[src/rtl/audio_sequencer.sv]
// audio_sequencer: CHANNELS independent note players sharing one note memory port.
// A tempo tick marks channels pending; a 3-cycle fetch FSM serves them lowest index first.
`default_nettype none

module audio_sequencer #(
  parameter int CHANNELS = 4,
  parameter int NOTE_W   = 8,
  parameter int ADDR_W   = 10,
  parameter int LEN_W    = 8,
  parameter int DIV_W    = 25
) (
  input  logic                       CLK,
  input  logic                       Reset,
  input  logic [DIV_W-1:0]           TempoDiv,
  input  logic                       CfgWe,
  input  logic [2:0]                 CfgChan,
  input  logic [ADDR_W-1:0]          CfgBase,
  input  logic [LEN_W-1:0]           CfgLen,
  input  logic                       CfgLoop,
  input  logic [CHANNELS-1:0]        Start,
  input  logic [CHANNELS-1:0]        Stop,
  output logic                       MemRd,
  output logic [ADDR_W-1:0]          MemAddr,
  input  logic [NOTE_W-1:0]          MemData,
  output logic [CHANNELS*NOTE_W-1:0] Note,
  output logic [CHANNELS-1:0]        NoteStrobe,
  output logic [CHANNELS-1:0]        Busy,
  output logic [CHANNELS-1:0]        Done
);

  localparam int SEL_W = (CHANNELS > 1) ? $clog2(CHANNELS) : 1;
  localparam logic [LEN_W:0] POS_ONE = (LEN_W+1)'(1);

  typedef enum logic [1:0] {
    IDLE    = 2'd0,
    ISSUE   = 2'd1,
    CAPTURE = 2'd2
  } state_t;

  state_t              state, state_nxt;
  logic [SEL_W-1:0]    sel, sel_nxt, low_idx;
  logic                fetch_kill;

  logic [DIV_W-1:0]    cnt;
  logic                tick;

  logic [ADDR_W-1:0]   cfg_base [CHANNELS];
  logic [LEN_W-1:0]    cfg_len  [CHANNELS];
  logic [CHANNELS-1:0] cfg_loop;
  logic [ADDR_W-1:0]   act_base [CHANNELS];
  logic [LEN_W-1:0]    act_len  [CHANNELS];
  logic [CHANNELS-1:0] act_loop;
  logic [LEN_W:0]      pos      [CHANNELS];
  logic [NOTE_W-1:0]   note     [CHANNELS];

  logic [CHANNELS-1:0] pending, pend_nxt, go, kill, capture, advance;
  logic [ADDR_W-1:0]   addr_sum;

  assign tick = (cnt >= TempoDiv);

  always_ff @(posedge CLK or negedge Reset) begin
    if (!Reset) cnt <= '0;
    else if (tick) cnt <= '0;
    else cnt <= cnt + DIV_W'(1);
  end

  // A kill (Stop or accepted Start) overrides any tick or capture in the same cycle.
  always_comb begin
    go       = '0;
    kill     = '0;
    capture  = '0;
    advance  = '0;
    pend_nxt = '0;
    for (int c = 0; c < CHANNELS; c++) begin
      go[c]      = Start[c] & ~Stop[c] & (cfg_len[c] != '0);
      kill[c]    = Stop[c] | go[c];
      capture[c] = (state == CAPTURE) && (sel == SEL_W'(c)) && !fetch_kill;
      advance[c] = tick & Busy[c] & ~pending[c];
      if (Stop[c])
        pend_nxt[c] = 1'b0;
      else if (go[c])
        pend_nxt[c] = tick;
      else
        pend_nxt[c] = (pending[c] & ~capture[c]) |
                      (advance[c] & ((pos[c] < {1'b0, act_len[c]}) | act_loop[c]));
    end
  end

  always_comb begin
    low_idx = '0;
    for (int i = CHANNELS - 1; i >= 0; i--) begin
      if (pend_nxt[i]) low_idx = SEL_W'(i);
    end
  end

  always_comb begin
    state_nxt = state;
    sel_nxt   = sel;
    case (state)
      IDLE: begin
        if (|pend_nxt) begin
          state_nxt = ISSUE;
          sel_nxt   = low_idx;
        end
      end
      ISSUE:   state_nxt = CAPTURE;
      CAPTURE: state_nxt = IDLE;
      default: state_nxt = IDLE;
    endcase
  end

  always_ff @(posedge CLK or negedge Reset) begin
    if (!Reset) begin
      state      <= IDLE;
      sel        <= '0;
      fetch_kill <= 1'b0;
    end else begin
      state <= state_nxt;
      sel   <= sel_nxt;
      if (state == ISSUE) fetch_kill <= kill[sel];
    end
  end

  assign addr_sum = act_base[sel] + ADDR_W'(pos[sel]);
  assign MemRd    = (state == ISSUE);
  assign MemAddr  = (state == ISSUE) ? addr_sum : '0;

  always_ff @(posedge CLK or negedge Reset) begin
    if (!Reset) begin
      pending    <= '0;
      NoteStrobe <= '0;
      Done       <= '0;
      Busy       <= '0;
      cfg_loop   <= '0;
      act_loop   <= '0;
      for (int c = 0; c < CHANNELS; c++) begin
        cfg_base[c] <= '0;
        cfg_len[c]  <= '0;
        act_base[c] <= '0;
        act_len[c]  <= '0;
        pos[c]      <= '0;
        note[c]     <= '0;
      end
    end else begin
      pending    <= pend_nxt;
      NoteStrobe <= '0;
      Done       <= '0;
      for (int c = 0; c < CHANNELS; c++) begin
        if (CfgWe && (CfgChan == 3'(c))) begin
          cfg_base[c] <= CfgBase;
          cfg_len[c]  <= CfgLen;
          cfg_loop[c] <= CfgLoop;
        end
        if (Stop[c]) begin
          Busy[c] <= 1'b0;
          note[c] <= '0;
        end else if (go[c]) begin
          Busy[c]     <= 1'b1;
          pos[c]      <= '0;
          note[c]     <= '0;
          act_base[c] <= cfg_base[c];
          act_len[c]  <= cfg_len[c];
          act_loop[c] <= cfg_loop[c];
        end else begin
          // capture and advance never coincide: a channel being fetched is still pending
          if (capture[c]) begin
            note[c]       <= MemData;
            NoteStrobe[c] <= 1'b1;
            pos[c]        <= pos[c] + POS_ONE;
          end
          if (advance[c] && !(pos[c] < {1'b0, act_len[c]})) begin
            if (act_loop[c]) begin
              pos[c] <= '0;
            end else begin
              Busy[c] <= 1'b0;
              note[c] <= '0;
              Done[c] <= 1'b1;
            end
          end
        end
      end
    end
  end

  for (genvar g = 0; g < CHANNELS; g++) begin : g_note
    assign Note[g*NOTE_W +: NOTE_W] = note[g];
  end

endmodule

`default_nettype wire

[config.mk]
export PLATFORM = sky130hd
export DESIGN_NAME = audio_sequencer
export DESIGN_NICKNAME = d
export VERILOG_FILES = /design/src/rtl/audio_sequencer.sv
export SDC_FILE = /design/constraint.sdc
export NUM_CORES = 1
export LEC_CHECK = 0
export ABC_AREA = 0
export BUFFER_PORTS_ARGS = -buffer_cell sky130_fd_sc_hd__buf_2
export CORE_ASPECT_RATIO = 1.4
export CORE_UTILIZATION = 27
export CTS_CLUSTER_DIAMETER = 30
export DETAILED_ROUTE_END_ITERATION = 7
export PLACE_DENSITY_LB_ADDON = 0.3
export SYNTH_ARGS = -nofsm -noshare
export SYNTH_HDL_FRONTEND = slang
export SYNTH_SLANG_ARGS = --single-unit
export TNS_END_PERCENT = 5
[constraint.sdc]
create_clock -name CLK -period 7.1 [get_ports CLK]
set_input_delay 0.71 -clock CLK [delete_from_list [all_inputs] [get_ports CLK]]
set_output_delay 0.71 -clock CLK [all_outputs]
set_load 0.05 [all_outputs]
==> flow_summary_export.csv <==
group,metric,value,unit
detailed_routing,first_pass_iters,4,
synthesis,synthTopCellsByCount,"266 x dfrtp_1, 149 x nand2_1, 126 x mux2_2",
final_layout,final_util,34.3,%
cts,tritoncts,"yes",
global_route,grt_overflow_total,0,
status,status,"completed",
power_and_ir_drop,vdd_drop_max,0.000211,V
floorplanning,die_area,49800,um^2
synthesis,synth-edff-count,0,
cts,htree_levels,2,
power_and_ir_drop,power.leakage,7.70,nW
detailed_routing,drt_wl_total,34800,um
timing,worstMarginPinSlew,1.06,ns
synthesis,yosysMostFrequentCell,"dfrtp_1",
synthesis,synthFlopType,"dfrtp_1",
cts,root_buffer,"clkbuf_16",
floorplanning,ioPinCount,121,
final_layout,final_cells,2031,
timing,grt_setup_unrepaired,"false",
synthesis,synth_area,13200,um^2
floorplanning,design.core.area,48100,um^2
final_layout,final_nets,1489,
synthesis,synth_seq_cells,266,
worst_setup_path,path_cells,"buf_4 -> mux4_2 -> ha_1 -> a21o_1 -> a21oi_1 -> nor2b_1 -> o21a_1 -> o41ai_1 -> o21ai_0 -> xnor2_1 -> nor2_1 -> buf_2",
global_route,antenna_found_initial,4,
worst_setup_path,required,6.39,ns
worst_setup_path,slowest_delay,0.71,ns
timing,fin_ws,1.99,ns
cts,post_cts_resized,0,
hold_path,hp-class,"input pin to async pin",
synthesis,yosysWarnings,0,
synthesis,ys_seq_area_share,50.4,%
synthesis,yosys.area.top_type,"dfrtp_1",
worst_setup_path,cp_slowest_cell,"dfrtp_1",
timing,holdWs,0.216,ns
detailed_routing,avgRoutedWirePerCell,17.1,um
worst_setup_path,timing.critical_path.fanout_max,12,
final_layout,post_route_cells_drive_above_1_share,28.0,%
cts,numCtsBuffers,56,
synthesis,avgSynthCellArea,10.9,um^2
timing,period_minus_slack,5.11,ns
timing,slew_headroom,29.2,%
worst_setup_path,critPathLaunchType,"register",
detailed_routing,postRouteAntennaNets,0,
detailed_routing,drc,0,
cts,clock-sinks,266,
synthesis,synth.distinct_cells,59,
cts,clkLatencyLatePin,0.58,ns
timing,slew_viol_final,0,
global_route,grt_first_pass_wirelength,56000,um
cts,clk_pin_slew,0.05,ns
detailed_routing,dr_total_vias,9718,
place,dp_slack,2.51,ns
timing,fin_setup_tns,0,ns
floorplanning,dieHeight,264,um
worst_setup_path,worstSetupEndpointType,"primary output",
timing,setup_violations,0,
cts,ctsLongestPathBuffers,3,
run,cap_violations,0,
final_layout,area_delta_synth_final,25.3,%
final_layout,antennaDiodeCount,0,
timing,finalHoldViolCount,0,
cts,cts_setup_buffers,0,
power_and_ir_drop,p_per_area,316,nW/um^2
place,dp_cells,1927,
place,dpl.hpwl,24900,um
global_route,grt_pass1_vias,10000,
floorplanning,start_util,27.4,%
place,gp_congestion,0.813,
cts,holdBufCountCts,0,
global_route,grtUsageTotal,14.3,%
place,io_buffer_count,120,
synthesis,synth_area_leaders,"dfrtp_1 50%, mux2_2 11%, ha_1 6.4%, nand2_1 4.2%, mux4_2 3.4%",
synthesis,synth_top_area_share,50.4,%
worst_setup_path,arrival,4.40,ns
timing,max_freq,196,MHz
timing,post-route-period-util,72.0,%
global_route,grt_max_degree,145,
synthesis,synth_nets,1347,
synthesis,synthArstFlopShare,100,%
synthesis,synthCells,1213,
worst_setup_path,crit_type,"register to primary output",
floorplanning,rows,95,
detailed_routing,viasPerCell,4.78,
detailed_routing,drt_iter0_markers,403,
timing,skew,0.0211,ns
floorplanning,die_x,189,um
worst max-delay path: cells and delay by family, from the launching register on:
family,cells,cell delay (ns)
buffers and inverters,2,0.65
DFF,1,0.71
and+or+nand+nor,2,0.17
adders and majority gates,1,0.30
AOI/OAI and AO/OA,5,1.26
xor gates and xnor gates,1,0.16
muxes,1,0.58
layout make-up:
cell class                 instances  area [um^2]
tap                              630          788
inverter                          74          278
multi-input combinational        826         6110
sequential                       266         6660
timing repair buffer             131          706
clock buffer                      74         1600
fill                            4855        31600
clock inverter                    30          387
cell usage in the layout (no fill, tap or decap), types with 13 or more instances in the layout:
cell type / count
nand2b_1: 14
o21ai_0: 62
nor4_1: 13
dfrtp_1: 266
nand3_1: 33
and3_1: 18
buf_2: 119
a31oi_1: 14
mux2_2: 126
nand2_1: 149
nand4_1: 16
mux4_2: 20
and2_1: 13
a21o_1: 20
a21oi_1: 79
inv_1: 74
nor2_1: 67
xor2_1: 18
clkbuf_16: 57
ha_1: 67
metal layers:
metal / global-route usage [%] / vias up / part of all wire [%]
met5: 0 / - / 0.16
met1: 17.5 / 4813 / 43
met3: 2.56 / 79 / 4.1
met4: 5.23 / 8 / 2.7
li1: - / 4595 / -
met2: 24.9 / 223 / 51
power by group:
group,internal [mW],leakage [nW],switching (mW)
clock network,1.80,0.949,0.866
logic,0.335,3.33,0.310
registers,1.75,3.42,0.159
total,3.89,7.70,1.33
state kept, by name, indices dropped and copies added (netlist names):
register / flops
act_len: 32
fetch_kill: 1
state: 2
act_loop: 4
sel: 2
cfg_loop: 4
cnt: 25
Note: 32
cfg_len: 32
Busy: 4
NoteStrobe: 4
Done: 4
pos: 36
cfg_base: 40
pending: 4
act_base: 40
per-stage QoR:
step	total power, mW	cell area (um^2)
CTS	5.30	16500
detailed placement	2.59	14500
global route	5.47	16500
floorplan	2.35	13200
finish	5.22	16500
global placement	2.57	14500
logic make-up (layout without fill, tap and decap cells):
group / count (synthesis) / count (layout) / share of synthesized area (%)
multiplexers: 153 / 153 / 14.7
AND/OR/NAND/NOR: 359 / 359 / 12.8
adder cells (fa/ha/maj): 68 / 68 / 6.50
flip-flops: 266 / 266 / 50.4
XOR/XNOR: 29 / 29 / 1.92
buffers and inverters: 121 / 309 / 3.55
AO/OA/AOI/OAI: 217 / 217 / 10.1
worst paths after layout:
kind	startpoint	end	slack (ns)	cells past startpoint
setup / recovery	sel[0]	MemAddr[9]	1.99	12
hold / removal	Reset	Busy[1]	0.22	1
setup reg to reg	cnt[0]	pos[18]	3.31	11
hold reg to reg	cfg_base[39]	act_base[39]	0.49	1
max in group asynchronous	Reset	act_base[37]	5.49	2
min in group CLK	CfgBase[2]	cfg_base[2]	0.41	2
Note: power is estimated with default switching activity, not from simulation.
